[config.mk]
export PLATFORM = sky130hd
export DESIGN_NAME = host_cmd_framer
export DESIGN_NICKNAME = d
export VERILOG_FILES = /design/src/rtl/host_cmd_framer_pkg.sv /design/src/rtl/host_cmd_framer_rsp_timer.sv /design/src/rtl/host_cmd_framer.sv
export SDC_FILE = /design/constraint.sdc
export NUM_CORES = 1
export LEC_CHECK = 0
export ABC_AREA = 1
export CAP_MARGIN = 40
export CELL_PAD_IN_SITES_DETAIL_PLACEMENT = 1
export CELL_PAD_IN_SITES_GLOBAL_PLACEMENT = 2
export CORE_ASPECT_RATIO = 0.8
export CORE_MARGIN = 2
export CORE_UTILIZATION = 31
export CTS_CLUSTER_DIAMETER = 30
export CTS_CLUSTER_SIZE = 40
export DETAILED_ROUTE_END_ITERATION = 10
export PLACE_DENSITY_LB_ADDON = 0.1
export REMOVE_ABC_BUFFERS = 1
export SLEW_MARGIN = 40
export SYNTH_ARGS = -nofsm -noshare
export SYNTH_HDL_FRONTEND = slang
export SYNTH_HIERARCHICAL = 1
export SYNTH_SLANG_ARGS = --single-unit
[constraint.sdc]
create_clock -name CLK -period 4.7 [get_ports CLK]
set_input_delay 0.94 -clock CLK [delete_from_list [all_inputs] [get_ports CLK]]
set_output_delay 0.94 -clock CLK [all_outputs]
set_load 0.05 [all_outputs]
[src/rtl/host_cmd_framer_pkg.sv]
// -----------------------------------------------------------------------------
// host_cmd_pkg
// Shared definitions for the host command framer: command type encoding,
// protocol opcode bytes, FSM state encoding, and frame/response length
// helpers.
// -----------------------------------------------------------------------------
package host_cmd_pkg;

    typedef enum logic [1:0] {
        CMD_RF_WR   = 2'd0,
        CMD_RF_RD   = 2'd1,
        CMD_ALU_OP  = 2'd2,
        CMD_ALU_NOP = 2'd3
    } cmd_type_e;

    typedef enum logic [1:0] {
        ST_IDLE,
        ST_SEND,
        ST_WAIT_RSP,
        ST_DONE
    } state_e;

    localparam logic [7:0] OPC_RF_WR   = 8'hAA;
    localparam logic [7:0] OPC_RF_RD   = 8'hBB;
    localparam logic [7:0] OPC_ALU_OP  = 8'hCC;
    localparam logic [7:0] OPC_ALU_NOP = 8'hDD;

    function automatic logic [7:0] opcode(input cmd_type_e t);
        case (t)
            CMD_RF_WR:  return OPC_RF_WR;
            CMD_RF_RD:  return OPC_RF_RD;
            CMD_ALU_OP: return OPC_ALU_OP;
            default:    return OPC_ALU_NOP;
        endcase
    endfunction

    // Number of bytes on the wire, opcode included.
    function automatic logic [2:0] frame_len(input cmd_type_e t);
        case (t)
            CMD_RF_WR:  return 3'd3;
            CMD_RF_RD:  return 3'd2;
            CMD_ALU_OP: return 3'd4;
            default:    return 3'd2;
        endcase
    endfunction

    // Number of response bytes expected back.
    function automatic logic [1:0] rsp_len(input cmd_type_e t);
        case (t)
            CMD_RF_WR:  return 2'd0;
            CMD_RF_RD:  return 2'd1;
            default:    return 2'd2;
        endcase
    endfunction

endpackage

[src/rtl/host_cmd_framer_rsp_timer.sv]
// -----------------------------------------------------------------------------
// rsp_timer
// Idle-cycle counter used while waiting for response bytes.
//   clk_i  : clock
//   rst_i  : synchronous active-high reset
//   clr_i  : clear counter to zero (has priority over en_i)
//   en_i   : count this cycle
//   hit_o  : this enabled cycle is the LIMIT-th consecutive counted cycle
// -----------------------------------------------------------------------------
module rsp_timer #(
    parameter int TO_WD = 16,
    parameter int LIMIT = 65535
) (
    input  logic clk_i,
    input  logic rst_i,
    input  logic clr_i,
    input  logic en_i,
    output logic hit_o
);

    localparam logic [TO_WD-1:0] LAST = TO_WD'(LIMIT - 1);

    logic [TO_WD-1:0] cnt_q, cnt_d;

    always_comb begin
        cnt_d = cnt_q;
        if (clr_i) begin
            cnt_d = '0;
        end else if (en_i) begin
            cnt_d = cnt_q + TO_WD'(1);
        end
    end

    always_ff @(posedge clk_i) begin
        if (rst_i) begin
            cnt_q <= '0;
        end else begin
            cnt_q <= cnt_d;
        end
    end

    // Counter holds the number of idle cycles already elapsed, so the
    // LIMIT-th idle cycle is the one where it reads LIMIT-1.
    assign hit_o = en_i && (cnt_q == LAST);

endmodule

[src/rtl/host_cmd_framer.sv]
// -----------------------------------------------------------------------------
// host_cmd_framer
// Host-side command master: accepts one command descriptor, serialises it as
// a protocol byte frame to a UART transmitter, collects the response bytes
// from a UART receiver and reports the result (or a timeout) as a pulse.
//   CLK, RST            : clock, synchronous active-high reset
//   cmd_valid/cmd_ready : descriptor handshake
//   cmd_type/addr/wdata/op_a/op_b/fun : descriptor fields
//   tx_byte/tx_valid/tx_ready : byte stream to the transmitter
//   rx_byte/rx_valid    : single-cycle byte strobe from the receiver
//   rsp_valid           : one-cycle result strobe
//   rsp_data            : byte0 in low half, byte1 in high half
//   rsp_timeout         : qualifies rsp_valid, response incomplete
//   busy                : high whenever not idle
// -----------------------------------------------------------------------------
module host_cmd_framer
    import host_cmd_pkg::*;
#(
    parameter int DATA_WIDTH     = 8,
    parameter int ADDR_SIZE      = 4,
    parameter int TIMEOUT_CYCLES = 65535,
    parameter int TO_WD          = 16
) (
    input  logic                    CLK,
    input  logic                    RST,
    input  logic                    cmd_valid,
    output logic                    cmd_ready,
    input  logic [1:0]              cmd_type,
    input  logic [ADDR_SIZE-1:0]    cmd_addr,
    input  logic [DATA_WIDTH-1:0]   cmd_wdata,
    input  logic [DATA_WIDTH-1:0]   cmd_op_a,
    input  logic [DATA_WIDTH-1:0]   cmd_op_b,
    input  logic [3:0]              cmd_fun,
    output logic [DATA_WIDTH-1:0]   tx_byte,
    output logic                    tx_valid,
    input  logic                    tx_ready,
    input  logic [DATA_WIDTH-1:0]   rx_byte,
    input  logic                    rx_valid,
    output logic                    rsp_valid,
    output logic [2*DATA_WIDTH-1:0] rsp_data,
    output logic                    rsp_timeout,
    output logic                    busy
);

    state_e                  state_q, state_d;
    logic [1:0]              idx_q, idx_d;
    logic                    rcnt_q, rcnt_d;
    cmd_type_e               type_q, type_d;
    logic [ADDR_SIZE-1:0]    addr_q, addr_d;
    logic [DATA_WIDTH-1:0]   wdata_q, wdata_d;
    logic [DATA_WIDTH-1:0]   opa_q, opa_d;
    logic [DATA_WIDTH-1:0]   opb_q, opb_d;
    logic [3:0]              fun_q, fun_d;
    logic [DATA_WIDTH-1:0]   tx_byte_q, tx_byte_d;
    logic                    tx_valid_q, tx_valid_d;
    logic [2*DATA_WIDTH-1:0] rsp_data_q, rsp_data_d;
    logic                    rsp_to_q, rsp_to_d;
    logic                    tmr_hit;

    // Byte at position idx of the frame for the given descriptor.
    function automatic logic [DATA_WIDTH-1:0] frame_byte(
        input cmd_type_e             t,
        input logic [1:0]            idx,
        input logic [ADDR_SIZE-1:0]  addr,
        input logic [DATA_WIDTH-1:0] wdata,
        input logic [DATA_WIDTH-1:0] a,
        input logic [DATA_WIDTH-1:0] b,
        input logic [3:0]            fun
    );
        logic [DATA_WIDTH-1:0] r;
        r = '0;
        case (idx)
            2'd0: r = DATA_WIDTH'(opcode(t));
            2'd1: begin
                if (t == CMD_ALU_OP)       r = a;
                else if (t == CMD_ALU_NOP) r = DATA_WIDTH'(fun);
                else                       r = DATA_WIDTH'(addr);
            end
            2'd2: r = (t == CMD_RF_WR) ? wdata : b;
            default: r = DATA_WIDTH'(fun);
        endcase
        return r;
    endfunction

    rsp_timer #(
        .TO_WD (TO_WD),
        .LIMIT (TIMEOUT_CYCLES)
    ) u_rsp_timer (
        .clk_i (CLK),
        .rst_i (RST),
        .clr_i ((state_q != ST_WAIT_RSP) || rx_valid),
        .en_i  (state_q == ST_WAIT_RSP),
        .hit_o (tmr_hit)
    );

    always_comb begin
        state_d    = state_q;
        idx_d      = idx_q;
        rcnt_d     = rcnt_q;
        type_d     = type_q;
        addr_d     = addr_q;
        wdata_d    = wdata_q;
        opa_d      = opa_q;
        opb_d      = opb_q;
        fun_d      = fun_q;
        tx_byte_d  = tx_byte_q;
        tx_valid_d = tx_valid_q;
        rsp_data_d = rsp_data_q;
        rsp_to_d   = rsp_to_q;

        case (state_q)
            ST_IDLE: begin
                if (cmd_valid && cmd_ready) begin
                    type_d     = cmd_type_e'(cmd_type);
                    addr_d     = cmd_addr;
                    wdata_d    = cmd_wdata;
                    opa_d      = cmd_op_a;
                    opb_d      = cmd_op_b;
                    fun_d      = cmd_fun;
                    idx_d      = '0;
                    rcnt_d     = 1'b0;
                    rsp_data_d = '0;
                    rsp_to_d   = 1'b0;
                    tx_valid_d = 1'b1;
                    tx_byte_d  = DATA_WIDTH'(opcode(cmd_type_e'(cmd_type)));
                    state_d    = ST_SEND;
                end
            end

            ST_SEND: begin
                if (tx_valid_q && tx_ready) begin
                    if ({1'b0, idx_q} == frame_len(type_q) - 3'd1) begin
                        tx_valid_d = 1'b0;
                        state_d    = (rsp_len(type_q) != 2'd0) ? ST_WAIT_RSP : ST_DONE;
                    end else begin
                        // Next byte is loaded on the accepting edge: no bubble.
                        idx_d     = idx_q + 2'd1;
                        tx_byte_d = frame_byte(type_q, idx_q + 2'd1, addr_q, wdata_q,
                                               opa_q, opb_q, fun_q);
                    end
                end
            end

            ST_WAIT_RSP: begin
                // A byte arriving on the limit cycle wins over the timeout.
                if (rx_valid) begin
                    if (rcnt_q == 1'b0) rsp_data_d[DATA_WIDTH-1:0]            = rx_byte;
                    else                rsp_data_d[2*DATA_WIDTH-1:DATA_WIDTH] = rx_byte;
                    if ({1'b0, rcnt_q} == rsp_len(type_q) - 2'd1) begin
                        state_d = ST_DONE;
                    end else begin
                        rcnt_d = 1'b1;
                    end
                end else if (tmr_hit) begin
                    rsp_to_d = 1'b1;
                    state_d  = ST_DONE;
                end
            end

            default: begin
                state_d = ST_IDLE;
            end
        endcase
    end

    always_ff @(posedge CLK) begin
        if (RST) begin
            state_q    <= ST_IDLE;
            idx_q      <= '0;
            rcnt_q     <= 1'b0;
            type_q     <= CMD_RF_WR;
            addr_q     <= '0;
            wdata_q    <= '0;
            opa_q      <= '0;
            opb_q      <= '0;
            fun_q      <= '0;
            tx_byte_q  <= '0;
            tx_valid_q <= 1'b0;
            rsp_data_q <= '0;
            rsp_to_q   <= 1'b0;
        end else begin
            state_q    <= state_d;
            idx_q      <= idx_d;
            rcnt_q     <= rcnt_d;
            type_q     <= type_d;
            addr_q     <= addr_d;
            wdata_q    <= wdata_d;
            opa_q      <= opa_d;
            opb_q      <= opb_d;
            fun_q      <= fun_d;
            tx_byte_q  <= tx_byte_d;
            tx_valid_q <= tx_valid_d;
            rsp_data_q <= rsp_data_d;
            rsp_to_q   <= rsp_to_d;
        end
    end

    assign cmd_ready   = (state_q == ST_IDLE) && !RST;
    assign busy        = (state_q != ST_IDLE);
    assign rsp_valid   = (state_q == ST_DONE);
    assign rsp_timeout = rsp_to_q;
    assign rsp_data    = rsp_data_q;
    assign tx_byte     = tx_byte_q;
    assign tx_valid    = tx_valid_q;

endmodule
==> results of run 1 <==
worst max-delay path, delay by kind of cell:
| kind | cells | cell delay (ns) |
|---|---|---|
| buf+inv | 2 | 1.32 |
| simple gates | 1 | 0.15 |
layout by cell type (no fill, tap or decap), types with 2 or more instances in the layout:
cell type | synthesis | routed
nor2_4 | 3 | 3
clkdlybuf4s50_1 | 0 | 75
o211ai_1 | 3 | 3
nand2_1 | 156 | 156
dfxtp_1 | 81 | 81
o21ai_0 | 28 | 28
clkinv_1 | 2 | 2
clkinv_2 | 0 | 2
nor2_1 | 43 | 41
nor2_2 | 2 | 4
buf_4 | 2 | 4
nand3_1 | 59 | 59
clkbuf_16 | 0 | 9
o21ai_1 | 3 | 3
inv_1 | 61 | 61
nand3_2 | 3 | 3
nand4_1 | 22 | 22
a21oi_1 | 57 | 57
inv_2 | 4 | 4
nand2_2 | 3 | 3
ha_1 | 10 | 10
nand2_4 | 2 | 2
o21bai_1 | 2 | 2
clkbuf_1 | 13 | 3
how the worst max path moves through the flow:
stage / startpoint / to / slack [ns] / cells after the start
final: RST / cmd_ready / 1.35 / 3
after global routing: RST / cmd_ready / 1.30 / 3
after CTS: RST / cmd_ready / 1.33 / 3
after detailed placement: RST / cmd_ready / 1.33 / 3
after global placement: RST / cmd_ready / 1.33 / 3
after floorplan: RST / rsp_data[10] / 2.02 / 6
cell families (layout without fill, tap and decap cells):
group           after synthesis  count (layout)  share of synthesized area
compound gates               96              96                      0.127
xor+xnor                      1               1                    0.00219
fa+ha+maj                    10              10                     0.0313
buf+inv                      95             162                     0.0961
flops                        81              81                      0.406
simple gates                298             298                      0.337
sequential cells by signal, indices dropped and copies added, names as in the netlist, 2 cells and up:
name               cells
idx_q                  2
opb_q                  8
u_rsp_timer/cnt_q     16
addr_q                 4
opa_q                  8
rsp_data              16
state_q                2
fun_q                  4
tx_byte                8
type_q                 2
wdata_q                8
metal layers:
metal	track usage	up-vias	part of all wire	wire [um]
met4	0.0479	0	0.011	133
met3	0.0437	11	0.041	484
met1	0.271	1770	0.54	6370
met5	0	-	0	0
li1	-	2006	-	-
met2	0.249	74	0.40	4740
power breakdown:
part | internal, W | total (W) | switching [W]
sequential | 0.000794 | 0.000879 | 0.0000851
clock | 0.000425 | 0.000703 | 0.000278
combinational | 0.000314 | 0.00103 | 0.000720
stage by stage:
step	std cells	setup slack [ns]
2_1_floorplan	553	2.02
3_3_place_gp	807	1.33
3_5_place_dp	807	1.33
4_1_cts	823	1.33
5_1_grt	823	1.30
6_report	823	1.35
layout make-up:
cell class,count,share of cell area
repair buffers,79,0.151
multi-input cells,405,0.387
flip-flops and latches,81,0.314
clock inverters,3,0.00776
clock buffers,13,0.0485
inverters,67,0.0488
well taps,175,0.0424
==> flow_summary.toml, run 1 <==
[run_status]
status = "finished, final reports clean"

[sta]
worst_hold_slack_ns = 0.454
min_period_ns = 3.35
worst_pin_slew_ns = 0.673
finalSetupViolCount = 0
maxSlewHeadroom = 0.550
finalHoldViolations = 0
rsz0062_at_grt = "false"
fmax_mhz = 298
skew_ns = 0.00666
drv_slew = 0
setup-tns-final_ns = 0
timing.final.crit_share = 0.714

[die]
coreArea_um2 = 12700
start_util = 0.314
die_h_um = 106
rows = 37
die-area_um2 = 13800
ioPinCount = 76
die_w_um = 131

[job]
maxCapViolCount = 0

[global_routing]
grt_pass1_wl_um = 19200
antenna_found_initial = 0
grt_usage = 0.179
grt_pass1_vias = 3758
grt_max_degree = 36
grt.overflow.total = 0

[placement]
routabilityCongestion = 0.797
hpwl_um = 8600
dpl_cell_area_um2 = 4870
port_buffers = 75

[routing]
totalWireLength_um = 11700
dr_total_vias = 3861
wl_per_cell_um = 14.3
drtIter0Drc = 205
viasPerCell = 4.69
drtAntennaViolNets = 0
dr.pass1.iters = 4
drcViolationCount = 0

[synth]
netlist-cell-type-count = 33
synth_edf_count = 0
yosys-top-cells-count = "nand2_1 (156), dfxtp_1 (81), inv_1 (61), nand3_1 (59), a21oi_1 (57)"
ys_seq_area_frac = 0.406
syn-cell-area_um2 = 4000
ys_seq_elements = 81
synth_warnings = 6
synth-main-ff-cell = "dfxtp_1"
syn_area_per_cell_um2 = 6.88
synth-async-reset-ratio = 0
synthCells = 581
synth.top_cell.area_share = 0.406
synth_top_cells_by_area = "dfxtp_1 (41%), nand2_1 (15%), nand3_1 (7.4%), a21oi_1 (7.1%), inv_1 (5.7%)"
synth_most_common_cell = "nand2_1"
synth_top_cell_by_area = "dfxtp_1"

[worst_hold_path]
min_path_cells = 2
min_to = "wdata_q[2]"
hold_path.class = "flop to flop"
min-delay-start = "wdata_q[2]"

[cells_and_area]
n_antenna_cell = 0
drive_gt1_frac = 0.0617
seqCellArea_um2 = 1620
utilization = 0.405
multi_input_area_um2 = 2000
fin_nets = 700
n_fill_cell = 1594
area_growth_pct = 29.1
final_area_um2 = 5160

[critical_path]
critical_path_class = "primary input to output port"
r2r_end = "rsp_data[12]"
critPathSlowestCell = "clkdlybuf4s50_1"
max_stage_delay_ns = 0.84
path_max_fanout = 2
reg2reg_depth = 10
ff2ff_setup_slack_ns = 2.07
crit_path_frequent_cell = "clkdlybuf4s50_1"
required_ns = 3.76
crit_arrival_ns = 2.41
crit_path_cell_trace = "clkdlybuf4s50_1, nor2_4, clkdlybuf4s50_1"
cp-start-kind = "primary input"
r2r_start = "state_q[0]"
cp-end-kind = "output port"

[clock_tree]
cts_setup_buffers = 0
cts_hold_buffers = 0
cts_sinks = 81
clk_path_buf_depth = 2
cts_resized = 0
cts_tree = "done"
cts_buffers = 9
clk_latency_ns = 0.34
root_buffer = "clkbuf_16"
htreeDepth = 3
cts.clk_slew.worst_paths_ns = 0.06

[power]
finalPower_w = 0.00262
vdd_drop_max_mv = 0.204
pwr_density_cell_nw_per_um2 = 507
p_leak_nw = 2.12
(Power assumes the default switching activity.)
==> run 2: changes to the inputs <==
--- a/config.mk
+++ b/config.mk
@@ -11,7 +11,7 @@
 export CELL_PAD_IN_SITES_GLOBAL_PLACEMENT = 2
 export CORE_ASPECT_RATIO = 0.8
 export CORE_MARGIN = 2
-export CORE_UTILIZATION = 31
+export CORE_UTILIZATION = 28
 export CTS_CLUSTER_DIAMETER = 30
 export CTS_CLUSTER_SIZE = 40
 export DETAILED_ROUTE_END_ITERATION = 10
==> constraint.sdc (replaced) <==
create_clock -name CLK -period 3.4 [get_ports CLK]
set_input_delay 0.68 -clock CLK [delete_from_list [all_inputs] [get_ports CLK]]
set_output_delay 0.68 -clock CLK [all_outputs]
set_load 0.05 [all_outputs]
==> run 2 against run 1 <==
Effect of this change: utilization decreased by 3.1 points; routed wire length up 0.39%; clock power increased by 69%.
==> flow_summary.toml, run 2 (synthesized netlist as in run 1, its figures left out) <==
[routing]
wl_per_cell_um = 14.1
drtIter0Drc = 98
dr_total_vias = 3839
viasPerCell = 4.60
drcViolationCount = 0
totalWireLength_um = 11800
dr.pass1.iters = 4
drtAntennaViolNets = 0

[clock_tree]
cts_resized = 0
root_buffer = "clkbuf_16"
cts_buffers = 9
cts_hold_buffers = 0
clk_latency_ns = 0.35
htreeDepth = 3
cts_sinks = 81
cts_tree = "done"
cts_setup_buffers = 0
cts.clk_slew.worst_paths_ns = 0.06
clk_path_buf_depth = 2

[sta]
finalHoldViolations = 0
timing.final.crit_share = 0.810
min_period_ns = 2.75
maxSlewHeadroom = 0.598
worst_hold_slack_ns = 0.453
fmax_mhz = 363
drv_slew = 0
rsz0062_at_grt = "false"
finalSetupViolCount = 0
worst_pin_slew_ns = 0.599
setup-tns-final_ns = 0
skew_ns = 0.00831

[critical_path]
reg2reg_depth = 10
crit_arrival_ns = 2.07
critPathSlowestCell = "clkdlybuf4s50_1"
r2r_start = "state_q[0]"
path_max_fanout = 4
ff2ff_setup_slack_ns = 1.05
crit_path_cell_trace = "inv_1, ha_1, inv_2, clkdlybuf4s50_1"
critical_path_class = "flop to output port"
max_stage_delay_ns = 0.82
crit_start = "state_q[0]"
crit_buf_inv = 3
cp-end-kind = "output port"
critical-path-top-delay-family = "buffers and inverters"
r2r_end = "rsp_data[10]"
crit_cells = 4
cp-start-kind = "flop"
worstSetupEndpoint = "busy"
required_ns = 2.72

[global_routing]
grt_pass1_wl_um = 19600
grt_pass1_vias = 3831
antenna_found_initial = 0
grt.overflow.total = 0
grt_usage = 0.165
grt_max_degree = 41

[cells_and_area]
mostFrequentLayoutCell = "nand2_1"
final_area_um2 = 5270
drive_gt1_frac = 0.0707
n_antenna_cell = 0
fin_nets = 703
final_cell_mix = "nand2_1 (156), dfxtp_1 (81), clkdlybuf4s50_1 (74)"
area_growth_pct = 31.9
finalNonFillerCells = 835

[placement]
hpwl_um = 8760
port_buffers = 75
place_inst = 819
dpl_cell_area_um2 = 4910
routabilityCongestion = 0.741

[worst_hold_path]
hold_path.class = "flop to flop"

[power]
pwr_density_cell_nw_per_um2 = 731
vdd_drop_max_mv = 0.337
finalPower_w = 0.00385
p_leak_nw = 2.18

[die]
die_h_um = 111
rows = 39
start_util = 0.283
die_w_um = 138
ioPinCount = 76
die-area_um2 = 15300
coreArea_um2 = 14100

[job]
maxCapViolCount = 0

[run_status]
status = "finished, final reports clean"
## run 2: changes by cell type in the layout (fill, tap and decap cells not counted), sizes merged
cell	previous run	this run
buf	4	8
clkdlybuf4s50	75	74
bufinv	1	4
clkbuf	13	10
## run 2: metal layers
| layer | global-route usage | up-vias | wire [um] |
|---|---|---|---|
| met3 | 0.0498 | 6 | 627 |
| met2 | 0.241 | 65 | 4870 |
| met1 | 0.237 | 1761 | 6170 |
| met4 | 0.0412 | 0 | 108 |
| li1 | - | 2007 | - |
| met5 | 0 | - | 0 |
## run 2: area by class of cell
| cell class | count | area (um2) |
|---|---|---|
| clock buffer | 10 | 229 |
| clock inverter | 6 | 130 |
| fill | 1759 | 8830 |
| inverter | 67 | 251 |
| multi-input combinational | 405 | 2000 |
| sequential | 81 | 1620 |
| tap | 184 | 230 |
| timing repair buffer | 82 | 813 |
## run 2: through the flow
step / setup slack (ns) / utilization
2_1_floorplan: 0.788 / -
3_3_place_gp: 0.763 / 0.348
3_5_place_dp: 0.698 / 0.348
4_1_cts: 0.625 / 0.374
5_1_grt: 0.566 / 0.374
6_report: 0.647 / 0.374
## run 2: tightest hold or removal path, cell delays in order, from the launching register on
cell	delay, ns
dfxtp_1	0.29
inv_1	0.06
a21oi_1	0.05
## run 2: worst min-delay path by stage
| stage | endpoint | cells past startpoint | startpoint | slack (ns) |
|---|---|---|---|---|
| floorplan | opb_q[0] | 2 | opb_q[0] | 0.43 |
| global placement | wdata_q[3] | 2 | wdata_q[3] | 0.44 |
| global route | rsp_data[1] | 2 | rsp_data[1] | 0.48 |
| detailed placement | opb_q[1] | 2 | opb_q[1] | 0.45 |
| finish | wdata_q[7] | 2 | wdata_q[7] | 0.45 |
| CTS | opb_q[1] | 2 | opb_q[1] | 0.46 |
## run 2: power breakdown
part           total [W]  internal (W)  leakage, nW  switching (W)
registers        0.00120       0.00110        0.661       0.000105
clock network    0.00119      0.000790        0.176       0.000401
logic            0.00146      0.000448         1.34        0.00101
total            0.00385       0.00234         2.18        0.00152
==> run 3: changes to the inputs <==
==> constraint.sdc (replaced) <==
create_clock -name CLK -period 2.6 [get_ports CLK]
set_input_delay 0.52 -clock CLK [delete_from_list [all_inputs] [get_ports CLK]]
set_output_delay 0.52 -clock CLK [all_outputs]
set_load 0.05 [all_outputs]
==> run 3 against run 2 <==
Effect of this change: register-to-register slack worse by 0.57 ns; routed wire length is 1.0% higher; global-route usage increased by 0.068 points; sequential cell count stayed put; critical path depth is 2 lower; combinational power increased by 32%; power up 22%; sequential share of layout area is 0.35 points higher; largest cell class unchanged; final cell count is 0.12% higher; first-iteration DRC count up 21%; utilization decreased by 0.43 points; final area down 1.1%.
==> flow_summary.toml, run 3 (synthesized netlist as in run 1, its figures left out) <==
[worst_hold_path]
min_to = "opb_q[1]"
min-delay-start = "opb_q[1]"
min_path_cells = 2
hold_path.class = "flop to flop"

[global_routing]
grt_usage = 0.166
grt_pass1_vias = 3860
grt_max_degree = 54
grt_pass1_wl_um = 19900
grt.overflow.total = 0
antenna_found_initial = 0

[critical_path]
crit_arrival_ns = 1.70
path_max_fanout = 3
reg2reg_depth = 10
r2r_start = "state_q[0]"
critical_path_class = "flop to output port"
cp-end-kind = "output port"
required_ns = 2.08
r2r_end = "rsp_data[13]"
ff2ff_setup_slack_ns = 0.48
cp-start-kind = "flop"

[power]
vdd_drop_max_mv = 0.385
p_leak_nw = 2.16
finalPower_w = 0.00469
pwr_density_cell_nw_per_um2 = 900

[sta]
setup-tns-final_ns = 0
maxSlewHeadroom = 0.601
finalHoldViolations = 0
fmax_mhz = 449
skew_ns = 0.00405
rsz0062_at_grt = "false"
drv_slew = 0
timing.final.crit_share = 0.856
finalSetupViolCount = 0
min_period_ns = 2.22
worst_pin_slew_ns = 0.595

[routing]
drcViolationCount = 0
viasPerCell = 4.68
wl_per_cell_um = 14.2
dr.pass1.iters = 6
drtIter0Drc = 119
drtAntennaViolNets = 0
totalWireLength_um = 11900
dr_total_vias = 3910

[die]
start_util = 0.283
die-area_um2 = 15300
ioPinCount = 76
die_w_um = 138
die_h_um = 111
coreArea_um2 = 14100
rows = 39

[clock_tree]
cts_sinks = 81
htreeDepth = 3
cts_tree = "done"
cts_buffers = 9
cts_setup_buffers = 0
clk_path_buf_depth = 2
clk_latency_ns = 0.34
cts_resized = 0
cts.clk_slew.worst_paths_ns = 0.06
cts_hold_buffers = 0
root_buffer = "clkbuf_16"

[cells_and_area]
final_area_um2 = 5210
n_antenna_cell = 0
final_cell_mix = "nand2_1 (156), dfxtp_1 (81), clkdlybuf4s50_1 (73)"
mostFrequentLayoutCell = "nand2_1"
multi_input_area_um2 = 1990
n_fill_cell = 1734
area_growth_pct = 30.4
seqCellArea_um2 = 1620
fin_nets = 706
drive_gt1_frac = 0.0675

[placement]
port_buffers = 75
dpl_cell_area_um2 = 4940
hpwl_um = 8670
routabilityCongestion = 0.776

[run_status]
status = "finished, final reports clean"

[job]
maxCapViolCount = 0
==> run 3: area by class of cell <==
cell class                      instances  area share
Clock buffer                           14      0.0507
Multi-Input combinational cell        405       0.382
Inverter                               67      0.0483
Timing Repair Buffer                   85       0.163
Sequential cell                        81       0.311
Tap cell                              184      0.0442
==> run 3: worst max path at each step <==
| stage | startpoint | endpoint | slack [ns] | depth (start not counted) |
|---|---|---|---|---|
| 2_1_floorplan | state_q[0] | rsp_data[10] | -0.01 | 9 |
| 3_3_place_gp | RST | tx_byte[2] | 0.21 | 10 |
| 3_5_place_dp | RST | rsp_data[13] | 0.22 | 8 |
| 4_1_cts | state_q[0] | busy | 0.01 | 4 |
| 5_1_grt | state_q[0] | rsp_data[14] | 0.26 | 10 |
| 6_report | state_q[0] | rsp_valid | 0.38 | 2 |
==> run 3: worst max-delay path: stages, from the launching register on <==
cell,delay (ns)
dfxtp_1,0.36
ha_1,0.20
clkdlybuf4s50_1,0.81
==> run 3: stage by stage <==
stage,std cells,hold WS [ns],utilization,setup WS [ns]
after floorplan,553,0.432,-,-0.0118
after global placement,822,0.439,0.350,0.213
after detailed placement,822,0.449,0.350,0.220
after CTS,836,0.457,0.369,0.0129
after global routing,836,0.481,0.370,0.259
final,836,0.456,0.370,0.375
==> run 3: routing by layer <==
layer  vias to the layer above  share of wire  global-route usage
met5                         -              0                   0
met4                         0          0.011              0.0474
met2                        65           0.40               0.232
met3                         9          0.044              0.0412
met1                      1821           0.54               0.250
li1                       2015              -                   -
==> run 3: report_power, final <==
group	switching [W]	internal, W	leakage [nW]
Combinational	0.00132	0.000612	1.37
Clock	0.000495	0.000690	0.129
Sequential	0.000140	0.00144	0.661
